==> src/rtl/fib_seq_pkg.sv <==
// Shared mode encodings and FSM states for the generalised Fibonacci generator.
package fib_seq_pkg;

   localparam logic [1:0] MODE_WRAP   = 2'b00;
   localparam logic [1:0] MODE_STOP   = 2'b01;
   localparam logic [1:0] MODE_BOUNCE = 2'b10;

   typedef enum logic [1:0] {
      ST_IDLE = 2'b00,
      ST_UP   = 2'b01,
      ST_DOWN = 2'b10,
      ST_DONE = 2'b11
   } state_e;

   // Encoding 11 behaves as WRAP; folding it at latch time keeps the FSM decode simple.
   function automatic logic [1:0] norm_mode(input logic [1:0] m);
      return (m == 2'b11) ? MODE_WRAP : m;
   endfunction

endpackage

==> src/rtl/fib_step.sv <==
// One sequence step: forward (a,b)->(b,a+b) or backward (a,b)->(b-a,a), plus limit overflow flag.
module fib_step
   import fib_seq_pkg::*;
#(
   parameter int unsigned      WIDTH = 20,
   parameter logic [WIDTH-1:0] LIMIT = '1
) (
   input  logic [WIDTH-1:0] a,
   input  logic [WIDTH-1:0] b,
   input  logic             dir,
   output logic [WIDTH-1:0] next_a,
   output logic [WIDTH-1:0] next_b,
   output logic             ovf
);

   logic [WIDTH:0] sum;

   // Overflow depends only on a,b so the caller may derive dir from it without a loop.
   assign sum    = {1'b0, a} + {1'b0, b};
   assign ovf    = (sum > {1'b0, LIMIT});
   assign next_a = dir ? (b - a) : b;
   assign next_b = dir ? a : sum[WIDTH-1:0];

endmodule

==> src/rtl/fib_seq_gen.sv <==
// Generalised Fibonacci generator with WRAP/STOP/BOUNCE modes and valid/ready output.
// Optional term index output enabled by defining FIB_SEQ_IDX_EN.
module fib_seq_gen
   import fib_seq_pkg::*;
#(
   parameter int unsigned      WIDTH = 20,
   parameter logic [WIDTH-1:0] SEED0 = '0,
   parameter logic [WIDTH-1:0] SEED1 = WIDTH'(1),
   parameter logic [WIDTH-1:0] LIMIT = '1,
   parameter int unsigned      IDX_W = 8
) (
   input  logic             clk,
   input  logic             rst_n,
   input  logic             start,
   input  logic [1:0]       mode,
   input  logic             out_ready,
   output logic             out_valid,
   output logic [WIDTH-1:0] fn,
   output logic             done
`ifdef FIB_SEQ_IDX_EN
   ,
   output logic [IDX_W-1:0] idx
`endif
);

   state_e           state_q, state_d;
   logic [1:0]       mode_q, mode_d;
   logic [WIDTH-1:0] a_q, a_d;
   logic [WIDTH-1:0] b_q, b_d;
   logic             valid_q, valid_d;
   logic             done_q, done_d;
`ifdef FIB_SEQ_IDX_EN
   logic [IDX_W-1:0] idx_q, idx_d;
`else
   logic [31:0]      unused_idx_w;
   assign unused_idx_w = IDX_W;
`endif

   logic             seed_hit_c;
   logic             hs_c;
   logic             dir_c;
   logic             ovf_c;
   logic [WIDTH-1:0] step_a_c;
   logic [WIDTH-1:0] step_b_c;

   fib_step #(
      .WIDTH (WIDTH),
      .LIMIT (LIMIT)
   ) u_step (
      .a      (a_q),
      .b      (b_q),
      .dir    (dir_c),
      .next_a (step_a_c),
      .next_b (step_b_c),
      .ovf    (ovf_c)
   );

   // Walk backwards while descending until the seed pair, or on the BOUNCE turnaround.
   assign seed_hit_c = (a_q == SEED0) && (b_q == SEED1);
   assign hs_c       = valid_q && out_ready;
   assign dir_c      = (state_q == ST_DOWN) ? !seed_hit_c
                                            : ((mode_q == MODE_BOUNCE) && ovf_c);

   always_comb begin
      state_d = state_q;
      mode_d  = mode_q;
      a_d     = a_q;
      b_d     = b_q;
      valid_d = valid_q;
      done_d  = done_q;
`ifdef FIB_SEQ_IDX_EN
      idx_d   = idx_q;
`endif
      if (start) begin
         state_d = ST_UP;
         mode_d  = norm_mode(mode);
         a_d     = SEED0;
         b_d     = SEED1;
         valid_d = 1'b1;
         done_d  = 1'b0;
`ifdef FIB_SEQ_IDX_EN
         idx_d   = IDX_W'(1);
`endif
      end else if (hs_c) begin
         case (state_q)
            ST_UP: begin
               if ((mode_q == MODE_STOP) && ovf_c) begin
                  state_d = ST_DONE;
                  valid_d = 1'b0;
                  done_d  = 1'b1;
               end else begin
                  a_d = step_a_c;
                  b_d = step_b_c;
                  if (dir_c) state_d = ST_DOWN;
`ifdef FIB_SEQ_IDX_EN
                  idx_d = dir_c ? (idx_q - IDX_W'(1)) : (idx_q + IDX_W'(1));
`endif
               end
            end
            ST_DOWN: begin
               a_d = step_a_c;
               b_d = step_b_c;
               if (!dir_c) state_d = ST_UP;
`ifdef FIB_SEQ_IDX_EN
               idx_d = dir_c ? (idx_q - IDX_W'(1)) : (idx_q + IDX_W'(1));
`endif
            end
            default: ;
         endcase
      end
   end

   always_ff @(posedge clk) begin
      if (!rst_n) begin
         state_q <= ST_IDLE;
         mode_q  <= MODE_WRAP;
         a_q     <= '0;
         b_q     <= '0;
         valid_q <= 1'b0;
         done_q  <= 1'b0;
`ifdef FIB_SEQ_IDX_EN
         idx_q   <= '0;
`endif
      end else begin
         state_q <= state_d;
         mode_q  <= mode_d;
         a_q     <= a_d;
         b_q     <= b_d;
         valid_q <= valid_d;
         done_q  <= done_d;
`ifdef FIB_SEQ_IDX_EN
         idx_q   <= idx_d;
`endif
      end
   end

   assign fn        = b_q;
   assign out_valid = valid_q;
   assign done      = done_q;
`ifdef FIB_SEQ_IDX_EN
   assign idx       = idx_q;
`endif

endmodule

==> config.mk <==
export PLATFORM = sky130hd
export DESIGN_NAME = fib_seq_gen
export DESIGN_NICKNAME = d
export VERILOG_FILES = /design/src/rtl/fib_seq_pkg.sv /design/src/rtl/fib_step.sv /design/src/rtl/fib_seq_gen.sv
export SDC_FILE = /design/constraint.sdc
export NUM_CORES = 1
export LEC_CHECK = 0
export CORE_UTILIZATION = 29
export CTS_CLUSTER_DIAMETER = 60
export DETAILED_ROUTE_END_ITERATION = 8
export GPL_TIMING_DRIVEN = 0
export SYNTH_ARGS = -nofsm -noshare
export SYNTH_HDL_FRONTEND = slang
export SYNTH_SLANG_ARGS = --single-unit
export TNS_END_PERCENT = 5
==> constraint.sdc <==
create_clock -name clk -period 7.65 [get_ports clk]
set_input_delay 1.53 -clock clk [delete_from_list [all_inputs] [get_ports clk]]
set_output_delay 1.53 -clock clk [all_outputs]
set_load 0.01 [all_outputs]
* Word-level counts from Yosys, hierarchy flattened *
Index checks and enable logic that the tools add are counted.

word-level totals
  register bits after elaboration = 46
  bits of input ports = 6

cells by class
  add/subtract/negate cells = 2
  magnitude comparators = 1
  eq/ne operators = 12
  muxes and demuxes = 20
  bitwise logic cells = 1
  reduce and logical (&&, ||, !) cells = 18

operator list
  operator                                               number
  two-way mux 20 bit                                     4
  one-hot mux 20 bit (2 select lines)                    2
  adder 20 x 20 -> 21 bit                                1
  > comparator 21 x 20 -> 1 bit, second input constant   1
  == test 20 x 1 -> 1 bit, second input constant         1
  logical NOT 20 bit                                     1
  subtractor 20 bit                                      1
  AND reduction 3 bit                                    4
  two-way mux 1 bit                                      9
  two-way mux 2 bit                                      4
  AND reduction 4 bit                                    2
  nonzero test 2 bit                                     4
  == test 2 bit, second input constant                   3
  inequality test 3 bit, second input constant           2
  == test 2 x 1 -> 1 bit, second input constant          2
  logical AND 1 bit                                      4
  inequality test 2 bit, second input constant           2
  inequality test 4 x 3 -> 1 bit, second input constant  1
  one-hot mux 2 bit (2 select lines)                     1
  inequality test 3 x 2 -> 1 bit, second input constant  1
  nonzero test 3 bit                                     1
  OR reduction 2 bit                                     1
  logical NOT 1 bit                                      1
  inverter 1 bit                                         1

* Depth between registers and ports, before layout *
Gate-level depths: netlist of the first run.

  word-level depth = 9
  gate-level depth with buffers = 13
  mapped depth without buffers = 12

* Modules after synthesis *
From an unflattened synthesis of the first run, not the netlist that was laid out.

second synthesis, totals
  cell total of the unflattened synthesis = 609
  area, all modules = 4525.6 um^2

modules (own cells, without submodules)
  module       instances  cells each  area an instance (um^2)
  fib_step     1          372         2526.2
  fib_seq_gen  1          237         1999.4

* Worst setup path before layout of the first run *
OpenSTA, ideal clock, no wires.

  kind = reg-to-reg
  start point = register b_q[1], in the netlist fn[1]
  end point = register b_q[18], in the netlist fn[18]
  library setup time = 0.127 ns
  arrival time = 2.625 ns
  path slack = 4.898 ns
  stages on the path, launching flop included = 13
  period minus slack after synthesis = 2.752 ns
  path through = dfxtp_1 > inv_1 > fa_1 > o21bai_1 > nand2_1 > a31oi_4 > o211ai_2 > a21oi_4 > a221o_1 > buf_2 > nor4_1 > a31oi_1 > o41ai_2

on the way
  longest elaborated chain between the ends = 7
  elaborated cells between the ends (all ways) = 13

RTL lines
  what                                                                line                                  source
  from (decl)                                                         fib_seq_gen.sv:29                     logic [WIDTH-1:0] b_q, b_d;
  from (signal assigned)                                              fib_seq_gen.sv:118                    b_q <= '0;
  from (signal assigned)                                              fib_seq_gen.sv:128                    b_q <= b_d;
  adder 20 x 20 -> 21 bit or == test 20 x 1 -> 1 bit (tied branches)  fib_step.sv:19, fib_seq_gen.sv:59
  > comparator 21 x 20 -> 1 bit or logical AND 1 bit (tied branches)  fib_step.sv:20, fib_seq_gen.sv:59
  logical AND 1 bit or logical NOT 1 bit (tied branches)              fib_seq_gen.sv:62, fib_seq_gen.sv:61
  two-way mux 1 bit                                                   fib_seq_gen.sv:61                     assign dir_c = (state_q == ST_DOWN) ? !seed_hit_c
  two-way mux 20 bit                                                  fib_step.sv:22                        assign next_b = dir ? a : sum[WIDTH-1:0];
  two-way mux 20 bit                                                  fib_seq_gen.sv:87                     if ((mode_q == MODE_STOP) && ovf_c) begin
  one-hot mux 20 bit (2 select lines)                                 fib_seq_gen.sv:85                     case (state_q)

Parallel ways exist; a longest one is shown, timed or not. The select of a mux whose other input is x is not followed.
A chain may end at the register's enable or synchronous reset.

* Worst setup path after layout of the first run *
  start point = register a_q[11]
  end point = register b_q[19], in the netlist fn[19]

on the way
  longest elaborated chain between the ends = 7
  elaborated cells between the ends (all ways) = 13

RTL lines
  what                                                                line                                  source
  from (decl)                                                         fib_seq_gen.sv:28                     logic [WIDTH-1:0] a_q, a_d;
  from (signal assigned)                                              fib_seq_gen.sv:117                    a_q <= '0;
  from (signal assigned)                                              fib_seq_gen.sv:127                    a_q <= a_d;
  adder 20 x 20 -> 21 bit or logical NOT 20 bit (tied branches)       fib_step.sv:19, fib_seq_gen.sv:59
  > comparator 21 x 20 -> 1 bit or logical AND 1 bit (tied branches)  fib_step.sv:20, fib_seq_gen.sv:59
  logical AND 1 bit or logical NOT 1 bit (tied branches)              fib_seq_gen.sv:62, fib_seq_gen.sv:61
  two-way mux 1 bit                                                   fib_seq_gen.sv:61
  two-way mux 20 bit                                                  fib_step.sv:22
  two-way mux 20 bit                                                  fib_seq_gen.sv:87
  one-hot mux 20 bit (2 select lines)                                 fib_seq_gen.sv:85

Parallel ways exist; a longest one is shown, timed or not. The select of a mux whose other input is x is not followed.

==> impl_metrics.yaml, run 1 <==
critical_path:
  r2r-end: "fn[19]$_SDFFE_PP0P_"
  slowest_stage: "clkbuf_1"
  setup.worst_path.class: "reg2reg"
  arrival_ps: 3620
  cpPeakStageDelay_ps: 550
  rr_worst_depth: 12
  critical_path_required_ps: 7870
  crit_path_start_kind: "register"
  crit_family: "compound AO/OA/AOI/OAI gates"
  r2r-start: "a_q[11]$_SDFFE_PP0P_"
  worstSetupPathDepth: 12
  path_max_fanout: 10
  crit_chain: "inv_1 > ha_1 > buf_2 > nor2b_1 > o21bai_1 > o211ai_1 > a2111oi_4 > a21oi_4 > a31oi_2 > clkbuf_1 > nand3_1 > a31oi_1"
  rrSetupSlack_ps: 4250
  cp-end-kind: "register"
  path_buf_inv: 3
clock_tree:
  holdBufCountCts: 0
  cts.sinks: 46
  cts_setup_buffers: 0
  path_clk_slew_ps: 70
  clk_latency_ps: 290
  clockBufferDepth: 2
  cts_max_level: 2
  cts_tree: "built"
  cts.repair.resized: 0
  cts_buffers: 5
  cts-root-buf: "clkbuf_16"
logic_synthesis:
  yosysTopAreaCellShare_pct: 22.5
  yosys-top-cells-area: "dfxtp_1, ha_1, a21oi_1"
  ys.flop_type: "dfxtp_1"
  syn_avg_cell_area_um2: 7.78
  ys_seq_area_share_pct: 22.5
  syn_area_mm2: 0.00410
  synth_area_leader_cell: "dfxtp_1"
  ys_ff_latch: 46
  synth_cell_type_count: 59
  synth_edf_count: 0
  synthesis.nets: 574
  syn_inst: 527
  yosys_warnings: 0
  synthArstFlopShare_pct: 0
status:
  failed_checks: "DRC"
  status: "finished with violations"
global_routing:
  grt_max_degree: 14
  use_met1_pct: 23.8
  grtUsageMet3_pct: 2.49
  grt_pass1_wl_um: 20200
  gr-total-overflow: 0
  grtUsageTotal_pct: 17.6
  grt-busiest-layer: "met2"
  grt_pass1_vias: 3926
  antenna_found_initial: 0
  grtUsageMet2_pct: 28.8
layout:
  mostFrequentLayoutCell: "a21oi_1"
  instances_no_fill: 741
  final_nets: 608
  drive_gt1_share_pct: 7.13
  nFillCells: 1451
  areaGrowthSynthToFinish_pct: 15.4
  diodes: 0
  final_cell_mix: "a21oi_1, dfxtp_1, inv_1, ha_1, o21ai_0"
  multi_input_area_mm2: 0.00288
  seqCellArea_um2: 921
placement:
  dp_hpwl_um: 9470
  portBuffers: 27
  dp.cells: 734
  gp_congestion: 0.901
sta:
  final.min_clock_period_ps: 3400
  max-slew-margin-rel_pct: 48.6
  hold_violations: 0
  setup_viol: 0
  finalSetupTns_ps: 0
  skew_ps: 5.19
  grt_setup_unrepaired: "no"
  tightest_slew_ps: 771
  min_period_over_period_pct: 44.5
  drv_slew: 0
  timing.fmax_ghz: 0.294
route:
  ant_nets: 0
  wire_per_inst_um: 17.0
  first_pass_iters: 7
  vias_per_cell: 5.50
  route.vias.total: 4079
  drcViolationCount: 2
  drtIter0Drc: 251
  routed_wl_um: 12600
floorplan:
  coreArea_mm2: 0.0138
  die_w_um: 121
  ios: 28
  die_h_um: 121
  start_util_pct: 29.7
  rows: 43
  die_area_mm2: 0.0146
power:
  max-vdd-ir-drop_mv: 0.0736
  totalPowerFinal_uw: 533
  power_density_mw_per_mm2: 113
  p_leak_uw: 0.00182
worst_hold_path:
  min_to: "done$_SDFFE_PP0P_"
  hold_depth: 2
  min_from: "done$_SDFFE_PP0P_"
  hp-class: "reg2reg"
job:
  cap_violations: 0
[cell type report]
| class | instances | share of cell area (%) |
|---|---|---|
| plain buffers | 31 | 3.01 |
| clock inverters | 1 | 0.159 |
| repair buffers | 27 | 5.71 |
| flip-flops and latches | 46 | 19.5 |
| clock buffers | 6 | 2.72 |
| inverters | 41 | 3.25 |
| well taps | 180 | 4.76 |
| multi-input cells | 409 | 60.9 |
[registers in the layout, summed over array words and instances (netlist names)]
signal and count:
a_q 20, done 1, fn 20, mode_q 2, out_valid 1, state_q 2
[report_power, final]
group,total (µW),internal (µW),leakage (µW),switching (µW)
sequential,246,242,0.000372,3.70
combinational,69.6,27.9,0.00138,41.6
clock,217,120,0.0000629,97.3
total,533,390,0.00182,143
[cell families (layout without fill, tap and decap cells)]
family                   after synthesis  in the layout  synth area share (%)
flip-flops                            46             46                  22.5
multiplexers                           8              8                  1.95
AND/OR/NAND/NOR                      147            147                  18.4
buffers and inverters                 72            106                  7.23
adder cells (fa/ha/maj)               41             41                  12.9
XOR/XNOR                              29             29                  6.19
AO/OA/AOI/OAI                        184            184                  30.9
[worst reg2reg max path, delay by kind of cell (launching register included)]
| family | cells | cell delay (ps) |
|---|---|---|
| buf+inv | 3 | 830 |
| fa+ha+maj | 1 | 260 |
| flops | 1 | 440 |
| compound gates | 6 | 1590 |
| simple gates | 2 | 230 |
[cells in the mapped netlist, drive strengths merged (7+ instances only)]
cell type and n:
o21ai 53, a21oi 52, dfxtp 46, inv 41, ha 39, nor2 31, nand2 26, nand3 24
xnor2 24, a211oi 19, buf 17, nor4 17, clkbuf 14, o21bai 14, nor2b 11, nor3 10
a31oi 8, mux2i 8, nand2b 7, o211ai 7
[routing by layer]
metal	wire, µm	share of wire (%)	vias up
met3	844	6.7	30
li1	-	-	1975
met4	317	2.5	0
met5	0	0	-
met1	5640	45	1935
met2	5800	46	139
[through the flow]
stage	setup WS (ps)	cell area, µm²	hold slack (ps)	utilization [%]
after detailed placement	4190	4600	441	33.2
after CTS	4250	4730	454	34.2
final	4250	4730	450	34.2
after floorplan	4900	4100	457	-
after global routing	3940	4730	489	34.2
after global placement	4160	4600	439	33.2
[how the worst max path moves through the flow]
stage / from / endpoint / slack, ps
after global placement: start / a_q[4]$_SDFFE_PP0P_ / 4160
final: a_q[11]$_SDFFE_PP0P_ / fn[19]$_SDFFE_PP0P_ / 4250
after global routing: a_q[11]$_SDFFE_PP0P_ / fn[19]$_SDFFE_PP0P_ / 3940
after CTS: a_q[11]$_SDFFE_PP0P_ / fn[19]$_SDFFE_PP0P_ / 4250
after detailed placement: start / a_q[4]$_SDFFE_PP0P_ / 4190
after floorplan: fn[1]$_SDFFE_PP0P_ / fn[18]$_SDFFE_PP0P_ / 4900
No activity file was read; power rests on OpenSTA's default activity.
==> run 2, diff against run 1 <==
==> constraint.sdc (replaced) <==
create_clock -name clk -period 3.26 [get_ports clk]
set_input_delay 0.652 -clock clk [delete_from_list [all_inputs] [get_ports clk]]
set_output_delay 0.652 -clock clk [all_outputs]
set_load 0.01 [all_outputs]
==> run 2 against run 1 <==
The run still ends with DRC left. Sequential cell count unchanged. Sequential power increased by 130%. Critical path depth decreased by 1. Worst hold slack improved by 2.1 ps. Largest power group unchanged.
==> impl_metrics.yaml, run 2 (synthesis results as in run 1) <==
status:
  status: "finished with violations"
  failed_checks: "DRC"
clock_tree:
  holdBufCountCts: 0
  cts_max_level: 2
  clk_latency_ps: 290
  cts-root-buf: "clkbuf_16"
  path_clk_slew_ps: 70
  cts.sinks: 46
  cts_tree: "built"
  cts_buffers: 5
  clockBufferDepth: 2
worst_hold_path:
  min_from: "done$_SDFFE_PP0P_"
  hp-class: "reg2reg"
  min_to: "done$_SDFFE_PP0P_"
  hold_depth: 2
power:
  p_leak_uw: 0.00191
  power_density_mw_per_mm2: 257
  max-vdd-ir-drop_mv: 0.177
sta:
  timing.fmax_ghz: 0.315
  final.min_clock_period_ps: 3170
  hold_violations: 0
  grt_setup_unrepaired: "no"
  max-slew-margin-rel_pct: 49.5
  drv_slew: 0
  skew_ps: 8.29
  tightest_slew_ps: 757
  finalSetupTns_ps: 0
  setup_viol: 0
  min_period_over_period_pct: 97.3
global_routing:
  grt_pass1_vias: 3935
  antenna_found_initial: 0
  grt_pass1_wl_um: 20200
  grtUsageTotal_pct: 17.6
  grt_max_degree: 14
  gr-total-overflow: 0
layout:
  areaGrowthSynthToFinish_pct: 18.7
  final_cell_mix: "a21oi_1, inv_1, o21ai_0, ha_1, dfxtp_1"
  final_util_pct: 35.2
  mostFrequentLayoutCell: "a21oi_1"
  drive_gt1_share_pct: 11.8
  diodes: 0
  final_nets: 613
  instances_no_fill: 746
critical_path:
  path_max_fanout: 6
  rrSetupSlack_ps: 90
  arrival_ps: 3380
  cp-end-kind: "register"
  r2r-start: "a_q[6]$_SDFFE_PP0P_"
  crit_path_start_kind: "register"
  critical_path_required_ps: 3470
  setup.worst_path.class: "reg2reg"
  rr_worst_depth: 11
  r2r-end: "a_q[17]$_SDFFE_PP0P_"
floorplan:
  coreArea_mm2: 0.0138
  rows: 43
  die_area_mm2: 0.0146
  die_w_um: 121
  start_util_pct: 29.7
  die_h_um: 121
  ios: 28
route:
  routed_wl_um: 12600
  vias_per_cell: 5.53
  ant_nets: 0
  route.vias.total: 4125
  first_pass_iters: 7
  drtIter0Drc: 220
  drcViolationCount: 2
  wire_per_inst_um: 17.0
placement:
  gp_congestion: 0.901
  dp.cells: 734
  dp_hpwl_um: 9470
  portBuffers: 27
job:
  cap_violations: 0
[run 2: metrics by stage]
| step | power, µW | area, µm² | setup slack [ps] | hold WS [ps] |
|---|---|---|---|---|
| after detailed placement | 750 | 4600 | -129 | 441 |
| after floorplan | 699 | 4100 | 508 | 457 |
| after global placement | 747 | 4600 | -124 | 439 |
| final | 1250 | 4870 | 88.0 | 452 |
| after global routing | 1290 | 4870 | 0.973 | 489 |
| after CTS | 1250 | 4760 | -9.83 | 454 |
[run 2: critical path, cell delays in order (launching register included)]
cell and delay, ps:
dfxtp_1 420, inv_1 90, ha_1 400, a211oi_2 270, o21ai_1 140, o21bai_1 190, a221oi_2 470, a211oi_2 210
o41ai_4 340, xnor2_1 150, o211a_1 240, a211oi_2 180
[run 2: repair_timing]
action	4_1_cts	5_1_grt
setup endpoints to repair	33	40
endpoints found under the hold margin	0	0
setup buffers	0	7
resized for setup	7	26
pin swaps	0	9
[run 2: how the worst max path moves through the flow]
stage / cells past startpoint / endpoint / start / slack [ps]
4_1_cts: 12 / a_q[19]$_SDFFE_PP0P_ / a_q[11]$_SDFFE_PP0P_ / -10
5_1_grt: 11 / a_q[17]$_SDFFE_PP0P_ / a_q[6]$_SDFFE_PP0P_ / 1
3_5_place_dp: 12 / fn[19]$_SDFFE_PP0P_ / a_q[11]$_SDFFE_PP0P_ / -130
2_1_floorplan: 12 / fn[18]$_SDFFE_PP0P_ / fn[1]$_SDFFE_PP0P_ / 510
3_3_place_gp: 12 / fn[19]$_SDFFE_PP0P_ / a_q[11]$_SDFFE_PP0P_ / -120
6_report: 11 / a_q[17]$_SDFFE_PP0P_ / a_q[6]$_SDFFE_PP0P_ / 90
[run 2: layout make-up]
cell class,count,area (µm²)
Fill cell,1433,8960
Sequential cell,46,935
Multi-Input combinational cell,409,2940
Inverter,41,154
Tap cell,180,225
Timing Repair Buffer,34,320
Buffer,29,154
Clock buffer,6,129
Clock inverter,1,7.51
[run 2: layer usage]
metal,share of wire [%],vias up,GRT usage (%),wire length (µm)
met5,0,-,0,0
met4,2.6,0,5.86,332
met3,6.1,28,2.54,769
met2,46,136,28.6,5800
met1,45,1971,23.8,5750
li1,-,1990,-,-
[run 2: report_power, final]
| group | total, µW | switching (µW) | internal, µW | leakage, µW |
|---|---|---|---|---|
| Sequential | 577 | 8.68 | 569 | 0.000377 |
| Combinational | 166 | 98.3 | 67.6 | 0.00147 |
| Clock | 509 | 228 | 281 | 0.0000629 |
==> run 3, diff against run 2 <==
==> constraint.sdc (replaced) <==
create_clock -name clk -period 3.26 [get_ports clk]
set_input_delay 0.652 -clock clk [delete_from_list [all_inputs] [get_ports clk]]
set_output_delay 0.652 -clock clk [all_outputs]
set_load 0.05 [all_outputs]
==> results of run 3 <==
Same layout as run 2 (identical final DEF). Status: finished with violations: DRC.
Among the figures that moved: total power 1250 µW -> 1260 µW
